<file path="config.mk">
export PLATFORM = sky130hd
export DESIGN_NAME = tile_config_loader
export DESIGN_NICKNAME = d
export VERILOG_FILES = /design/src/rtl/kfpga_config_pkg.sv /design/src/rtl/tile_config_loader.sv
export SDC_FILE = /design/constraint.sdc
export NUM_CORES = 2
export LEC_CHECK = 0
export CAP_MARGIN = 20
export CELL_PAD_IN_SITES_DETAIL_PLACEMENT = 0
export CELL_PAD_IN_SITES_GLOBAL_PLACEMENT = 2
export CORE_AREA = 5 5 412 414
export DETAILED_ROUTE_END_ITERATION = 16
export DIE_AREA = 0 0 417 419
export GPL_ROUTABILITY_DRIVEN = 0
export PLACE_DENSITY_LB_ADDON = 0.1
export SETUP_SLACK_MARGIN = 0.1
export SLEW_MARGIN = 0
export SYNTH_ARGS = -nofsm -noshare
export SYNTH_HDL_FRONTEND = slang
export SYNTH_SLANG_ARGS = --single-unit
</file>
<file path="constraint.sdc">
create_clock -name clock -period 2.15 [get_ports clock]
set_clock_uncertainty 0.05 [all_clocks]
set_input_delay 0.5375 -clock clock [delete_from_list [all_inputs] [get_ports clock]]
set_output_delay 0.5375 -clock clock [all_outputs]
set_load 0.02 [all_outputs]
</file>
<file path="src/rtl/kfpga_config_pkg.sv">
// Shared definitions for the kFPGA tile configuration path.
// Holds the loader state encoding and the word-count helpers used by every loader instance.
package kfpga_config_pkg;

  typedef enum logic [1:0] {
    ST_IDLE   = 2'd0,
    ST_LOAD   = 2'd1,
    ST_COMMIT = 2'd2,
    ST_READY  = 2'd3
  } cfg_state_e;

  // Number of bitstream words needed to cover a configuration vector.
  function automatic int unsigned cfg_nwords(input int unsigned config_width,
                                             input int unsigned word_width);
    return (config_width + word_width - 1) / word_width;
  endfunction

  // Word counter width; never below one bit so a single-word stream still has a counter.
  function automatic int unsigned cfg_cnt_width(input int unsigned nwords);
    return (nwords > 1) ? $clog2(nwords) : 1;
  endfunction

endpackage

</file>
<file path="src/rtl/tile_config_loader.sv">
// Streams a bitstream into a shadow register, then commits it to the tile in one cycle.
// state   | meaning
// IDLE    | no valid configuration committed since reset or abort
// LOAD    | accepting words into shadow
// COMMIT  | single cycle, shadow copied to config_out at its ending edge
// READY   | tile configured and enabled
module tile_config_loader
  import kfpga_config_pkg::*;
#(
  parameter int unsigned CONFIG_WIDTH = 524,
  parameter int unsigned WORD_WIDTH   = 8
) (
  input  logic                    clock,
  input  logic                    nreset,
  input  logic                    start,
  input  logic                    abort,
  input  logic [WORD_WIDTH-1:0]   data_in,
  input  logic                    data_valid,
  output logic                    data_ready,
  output logic [CONFIG_WIDTH-1:0] config_out,
  output logic                    tile_enable,
  output logic                    busy,
  output logic                    done
);

  localparam int unsigned NWORDS = cfg_nwords(CONFIG_WIDTH, WORD_WIDTH);
  localparam int unsigned CNT_W  = cfg_cnt_width(NWORDS);
  localparam logic [CNT_W-1:0] LAST_WORD = CNT_W'(NWORDS - 1);

  cfg_state_e              state_q, state_d;
  logic [CNT_W-1:0]        cnt_q, cnt_d;
  logic [CONFIG_WIDTH-1:0] shadow_q, shadow_d;
  logic [CONFIG_WIDTH-1:0] config_q, config_d;

  logic start_accept;
  logic abort_load;
  logic beat;
  logic last_beat;

  // Qualifiers: abort only matters in LOAD and suppresses any beat in the same cycle.
  assign start_accept = start && ((state_q == ST_IDLE) || (state_q == ST_READY));
  assign abort_load   = abort && (state_q == ST_LOAD);
  assign beat         = data_valid && (state_q == ST_LOAD) && !abort;
  assign last_beat    = beat && (cnt_q == LAST_WORD);

  // State register
  always_ff @(posedge clock or negedge nreset) begin
    if (!nreset) begin
      state_q <= ST_IDLE;
    end else begin
      state_q <= state_d;
    end
  end

  // Next-state logic
  always_comb begin
    state_d = state_q;
    unique case (state_q)
      ST_IDLE: begin
        if (start) state_d = ST_LOAD;
      end
      ST_LOAD: begin
        if (abort)          state_d = ST_IDLE;
        else if (last_beat) state_d = ST_COMMIT;
      end
      ST_COMMIT: begin
        state_d = ST_READY;
      end
      ST_READY: begin
        if (start) state_d = ST_LOAD;
      end
      default: begin
        state_d = ST_IDLE;
      end
    endcase
  end

  // Outputs are pure state decodes so data_ready has no path from any input.
  always_comb begin
    data_ready  = 1'b0;
    busy        = 1'b0;
    done        = 1'b0;
    tile_enable = 1'b0;
    unique case (state_q)
      ST_LOAD: begin
        data_ready = 1'b1;
        busy       = 1'b1;
      end
      ST_COMMIT: begin
        busy = 1'b1;
      end
      ST_READY: begin
        done        = 1'b1;
        tile_enable = 1'b1;
      end
      default: begin
        data_ready = 1'b0;
      end
    endcase
  end

  // Word counter saturates on the last word rather than wrapping.
  always_comb begin
    cnt_d = cnt_q;
    if (start_accept) begin
      cnt_d = '0;
    end else if (beat && !last_beat) begin
      cnt_d = cnt_q + CNT_W'(1);
    end
  end

  // Each shadow bit belongs to exactly one word slot; bits of the final word past
  // CONFIG_WIDTH have no shadow bit and simply fall away.
  always_comb begin
    shadow_d = shadow_q;
    if (abort_load) begin
      shadow_d = '0;
    end else if (beat) begin
      for (int i = 0; i < int'(CONFIG_WIDTH); i++) begin
        if (cnt_q == CNT_W'(i / int'(WORD_WIDTH))) begin
          shadow_d[i] = data_in[i % int'(WORD_WIDTH)];
        end
      end
    end
  end

  // Active configuration only changes on the COMMIT edge.
  always_comb begin
    config_d = config_q;
    if (state_q == ST_COMMIT) begin
      config_d = shadow_q;
    end
  end

  always_ff @(posedge clock or negedge nreset) begin
    if (!nreset) begin
      cnt_q    <= '0;
      shadow_q <= '0;
      config_q <= '0;
    end else begin
      cnt_q    <= cnt_d;
      shadow_q <= shadow_d;
      config_q <= config_d;
    end
  end

  assign config_out = config_q;

endmodule

</file>
**Yosys cells after proc, flatten, opt, wreduce, memory -nomap -nowiden**

Cells that the tools add are included.

- Add/sub/neg operators: 1
- Multipliers: 0
- Div/mod/pow operators: 0
- Order comparisons: 0
- Equal/unequal tests: 70
- Shift-type cells: 0
- Multiplexer cells: 535
- Bitwise gates (word level): 0
- Reductions and logical operators: 148

Operators by type and width:

| operator | count |
|---|---|
| 2-to-1 mux 524 bit | 2 |
| 2-to-1 mux 1 bit | 527 |
| == test 7 x 6 -> 1 bit, second input constant | 32 |
| nonzero test 2 bit | 68 |
| AND reduction 2 bit | 67 |
| == test 7 x 5 -> 1 bit, second input constant | 16 |
| == test 7 x 4 -> 1 bit, second input constant | 8 |
| == test 7 x 3 -> 1 bit, second input constant | 4 |
| == test 7 x 2 -> 1 bit, second input constant | 2 |
| == test 7 bit, second input constant | 2 |
| 2-to-1 mux 7 bit | 2 |
| adder 7 x 1 -> 7 bit, second input constant | 1 |
| == test 7 x 1 -> 1 bit, second input constant | 1 |
| zero test 7 bit | 1 |
| logical AND 1 bit | 6 |
| 2-to-1 mux 2 bit | 3 |
| case mux 2 bit (3 select lines) | 1 |
| == test 2 bit, second input constant | 2 |
| OR reduction 2 bit | 2 |
| inequality test 3 bit, second input constant | 1 |
| == test 2 x 1 -> 1 bit, second input constant | 1 |
| zero test 1 bit | 2 |
| zero test 2 bit | 1 |
| inequality test 2 x 1 -> 1 bit, second input constant | 1 |
| logical OR 1 bit | 1 |

- Register bits: 1057
- Bits in latches: 0
- RAM bits: 0
- Memory bits (read-only): 0
- Input bits: 13
- Output and inout bits: 528
- Logic and storage cells: 823
- Memories kept: 0

**Longest topological paths before layout**

- Word-level depth: 8
- Depth in mapped cells: 10
- Mapped depth without buffers: 6

**Least setup slack after synthesis**

OpenSTA, ideal clock, no wires.

- Path type: register -> register
- From: register state_q[1]
- To: register shadow_q[29]
- Setup time: 0.127 ns
- Data arrival time: 2.219 ns
- Data required time: 1.973 ns
- Slack: -0.246 ns
- Cell stages (with the launch flop): 10
- Path buffers: 4
- Period minus slack after synthesis: 2.396 ns
- Path through: dfrtp_1 > inv_1 > ha_1 > buf_2 > or4b_1 > buf_6 > buf_8 > nor3_4 > buf_4 > o21ai_0

- Cells in the longest elaborated chain, start to end: 5
- Elaborated cells on any way between the ends: 8
- Classes of those cells: eq/ne: 1; mux: 1; reduce/logical: 6

RTL lines:

| item | RTL line | source |
|---|---|---|
| from (decl) | tile_config_loader.sv:30 | `cfg_state_e state_q, state_d;` |
| from (signal assigned) | tile_config_loader.sv:51 | `state_q <= state_d;` |
| == test 2 x 1 -> 1 bit (*) | tile_config_loader.sv:42, tile_config_loader.sv:43 |  |
| logical AND 1 bit (2 in series) | tile_config_loader.sv:43 | `assign beat = data_valid && (state_q == ST_LOAD) && !abort;` |
| nonzero test 2 bit (no source line) | n/a |  |
| AND reduction 2 bit (no source line) | n/a |  |
| to (signal assigned) | tile_config_loader.sv:142 | `shadow_q <= shadow_d;` |
| to (decl) | tile_config_loader.sv:32 | `logic [CONFIG_WIDTH-1:0] shadow_q, shadow_d;` |

Mark *: on every way between the ends. The rest lies on a longest branch, timed or not.
A chain may end at the register's enable or synchronous reset.

**Worst setup path in the final report**

- From: register state_q[1]
- To: output busy

- Cells in the longest elaborated chain, start to end: 3
- Elaborated cells on any way between the ends: 4
- Classes of those cells: eq/ne: 2; mux: 1; reduce/logical: 1

RTL lines:

| item | RTL line | source |
|---|---|---|
| == test 2 x 1 -> 1 bit or == test 2 bit (tied branches) | tile_config_loader.sv:84 | `unique case (state_q)` |
| OR reduction 2 bit (no source line) (*) | n/a |  |
| 2-to-1 mux 1 bit (*) | tile_config_loader.sv:84 |  |
| to (decl) | tile_config_loader.sv:22 | `output logic busy,` |

Marks and branches as above.

==> results_dict.tcl <==
set metrics [dict create \
    outcome "complete, but fails checks" \
    violations "setup timing" \
    p_sw_w 0.0159 \
    clock-root-buffer "clkbuf_16" \
    ys_seq_area_share_pct 64.2 \
    seq_area_um2 26500 \
    holdPathStages 3 \
    grt.busiest_layer "met2" \
    powerDensity_nw_per_um2 935 \
    hp-class "input port to register" \
    initial_core_util_pct 24.8 \
    clock_sinks 1057 \
    die-area_um2 175000 \
    finalPower_w 0.0544 \
    start_kind "register" \
    synthArstFlopShare_pct 100 \
    drv_cap 0 \
    crit_path_end_kind "output pin" \
    rsz0062_at_grt "yes" \
    yosysWarnings 0 \
    r2r_cells 11 \
    post-route-drc-count 0 \
    ctsHtreeMaxLevel 4 \
    p_int_w 0.0384 \
    grt_pass1_wl_mm 218 \
    wl_mm 160 \
    synth_ff_type "dfrtp_1" \
    yosysTopAreaCell "dfrtp_1" \
    grt_util_met1_pct 22.1 \
    tns_ns -2.49 \
    synth_top_area_share_pct 64.2 \
    syn_nets 3574 \
    netlist_area_um2 41200 \
    die_w_um 417 \
    pwr-share-seq_pct 37.7 \
    drive_above_1_share_pct 47.5 \
    max_slew_margin_pct 62.9 \
    drtPass1Iterations 4 \
    post_drt_wl_per_cell_um 24.0 \
    p_leak_nw 28.8 \
    grt_max_degree 98 \
    synth.area.top_cells "dfrtp_1 (64%), mux2_2 (14%), nand2_1 (9.6%), o21ai_0 (6.0%), clkbuf_1 (1.5%)" \
    combPwrFrac_pct 21.1 \
    fin_ws_ns -0.168 \
    ys_types 37 \
    max-vdd-ir-drop_v 0.000763 \
    die_h_um 419 \
    dr_total_vias 28900 \
    max_freq_mhz 431 \
    hold_violations 0 \
    switching_share_pct 29.3 \
    postPlaceCellArea_um2 52000 \
    grt_usage_pct 17.0 \
    synth.most_common_cell "dfrtp_1" \
    critPathMaxFanout 3 \
    multi_input_area_um2 15200 \
    syn_inst 3553 \
    crit_required_ns 1.56 \
    finish.instance_area_um2 58200 \
    core_area_um2 166000 \
    use_met3_pct 2.66 \
    setup_viol 57 \
    clkPwrFrac_pct 41.2 \
    grt_pass1_vias 29400 \
    fin_crit_ns 2.32 \
    tightestPinTransition_ns 0.557 \
    drt_iter0_markers 1370 \
    core.rowCount 150 \
    cts_made_buffers 131 \
    post-route-period-util_pct 108 \
    final_cells 6676 \
    overflow 0 \
    dp_hpwl_mm 102 \
    maxSlewViolCount 0 \
    antenna_found_initial 10 \
    portBuffers 540 \
    ios 541 \
    grtUsageMet2_pct 29.2 \
    ys_seq_elements 1057 \
    cts_tree "yes" \
    clkTransAtPathRegs_ns 0.06 \
    drtAntennaViolNets 0 \
    synth_commonest_cells "dfrtp_1 (1,057), nand2_1 (1,054), mux2_2 (524)" \
    clock_latency_ns 0.76 \
    fillCellCount 16700 \
    syn2layout_area_growth_pct 41.2 \
    viasPerCell 4.32 \
    synth_area_per_cell_um2 11.6 \
    cts_buffer_depth 3 \
    crit_type "register to output pin" \
    synth_edf_count 0 \
    cp.arrival_ns 1.73 \
    nets 4392 \
    dpl.cell_count 6297 \
]
==> flip-flops by register name, indices dropped and copies added, names as in the netlist <==
name and flops:
shadow_q 524, cnt_q 7, config_out 524, state_q 2
==> layer usage <==
layer  wire length (um)  vias up
li1                   -    13600
met1              70900    14600
met2              80400      508
met3               4730      187
met4               4370        0
met5                  0        -
==> power groups by stage <==
| stage | logic [W] | clock network, W | registers (W) |
|---|---|---|---|
| final | 0.0115 | 0.0224 | 0.0205 |
| after global routing | 0.0122 | 0.0240 | 0.0205 |
| after CTS | 0.00959 | 0.0232 | 0.0205 |
| after detailed placement | 0.00912 | 0 | 0.0209 |
| after global placement | 0.00916 | 0 | 0.0209 |
| after floorplan | 0.00393 | 0 | 0.0209 |
==> logic make-up after synthesis <==
family	Yosys count	synth area share [%]
AND/OR/NAND/NOR	1148	11.6
AO/OA/AOI/OAI	534	6.53
XOR/XNOR	2	0.0425
multiplexers	531	14.5
flip-flops	1057	64.2
adder cells (fa/ha/maj)	8	0.243
buffers and inverters	273	2.89
==> worst max-delay path, stage by stage (launching register included) <==
cell     delay, ns
dfrtp_1       0.41
buf_6         0.13
ha_4          0.27
inv_4         0.04
buf_12        0.12
==> repair_timing <==
action | in CTS | in global routing
setup buffers | 32 | 46
endpoints found under the setup margin | 705 | 489
pin swaps | 34 | 111
gates cloned | 10 | 58
gates resized for setup | 2393 | 705
hold endpoints to repair | 170 | 0
hold buffers | 1 | 0
==> final cells by class <==
class                      count  area share, %
clock inverter                31          0.826
multi-input combinational   2223           26.1
clock buffer                 202           6.68
tap                         2204           4.74
antenna                        1        0.00430
inverter                      11         0.0753
sequential                  1057           45.6
timing repair buffer         947           16.0
==> per-stage QoR <==
step	hold WS, ns	setup slack, ns	utilization, %
2_1_floorplan	0.192	0.00786	-
3_3_place_gp	0.398	-0.467	31.3
3_5_place_dp	0.395	-0.465	31.3
4_1_cts	0.0330	-0.259	33.1
5_1_grt	0.0568	-0.249	35.1
6_report	0.0935	-0.168	35.1
==> layout by cell type (no fill, tap or decap), types with 111 or more instances in the layout <==
cell	netlist	routed
dfrtp_1	1057	1001
buf_6	3	111
mux2_2	524	524
nand2_2	0	161
nand2_1	1054	850
buf_12	0	153
buf_4	11	129
o21ai_2	0	118
o21ai_1	28	190
buf_2	71	471
clkbuf_16	0	171
o21ai_0	494	214
==> path summary, 6_finish.rpt <==
kind,from,endpoint,slack [ns]
min in group asynchronous,nreset,shadow_q[340],0.22
max in group asynchronous,nreset,shadow_q[81],0.91
worst min-delay path,data_in[3],shadow_q[523],0.09
worst min register to register,shadow_q[30],config_out[30],0.44
worst max register to register,state_q[1],shadow_q[404],-0.12
worst max-delay path,state_q[1],busy,-0.17
Power figures use the tool's default switching activity.
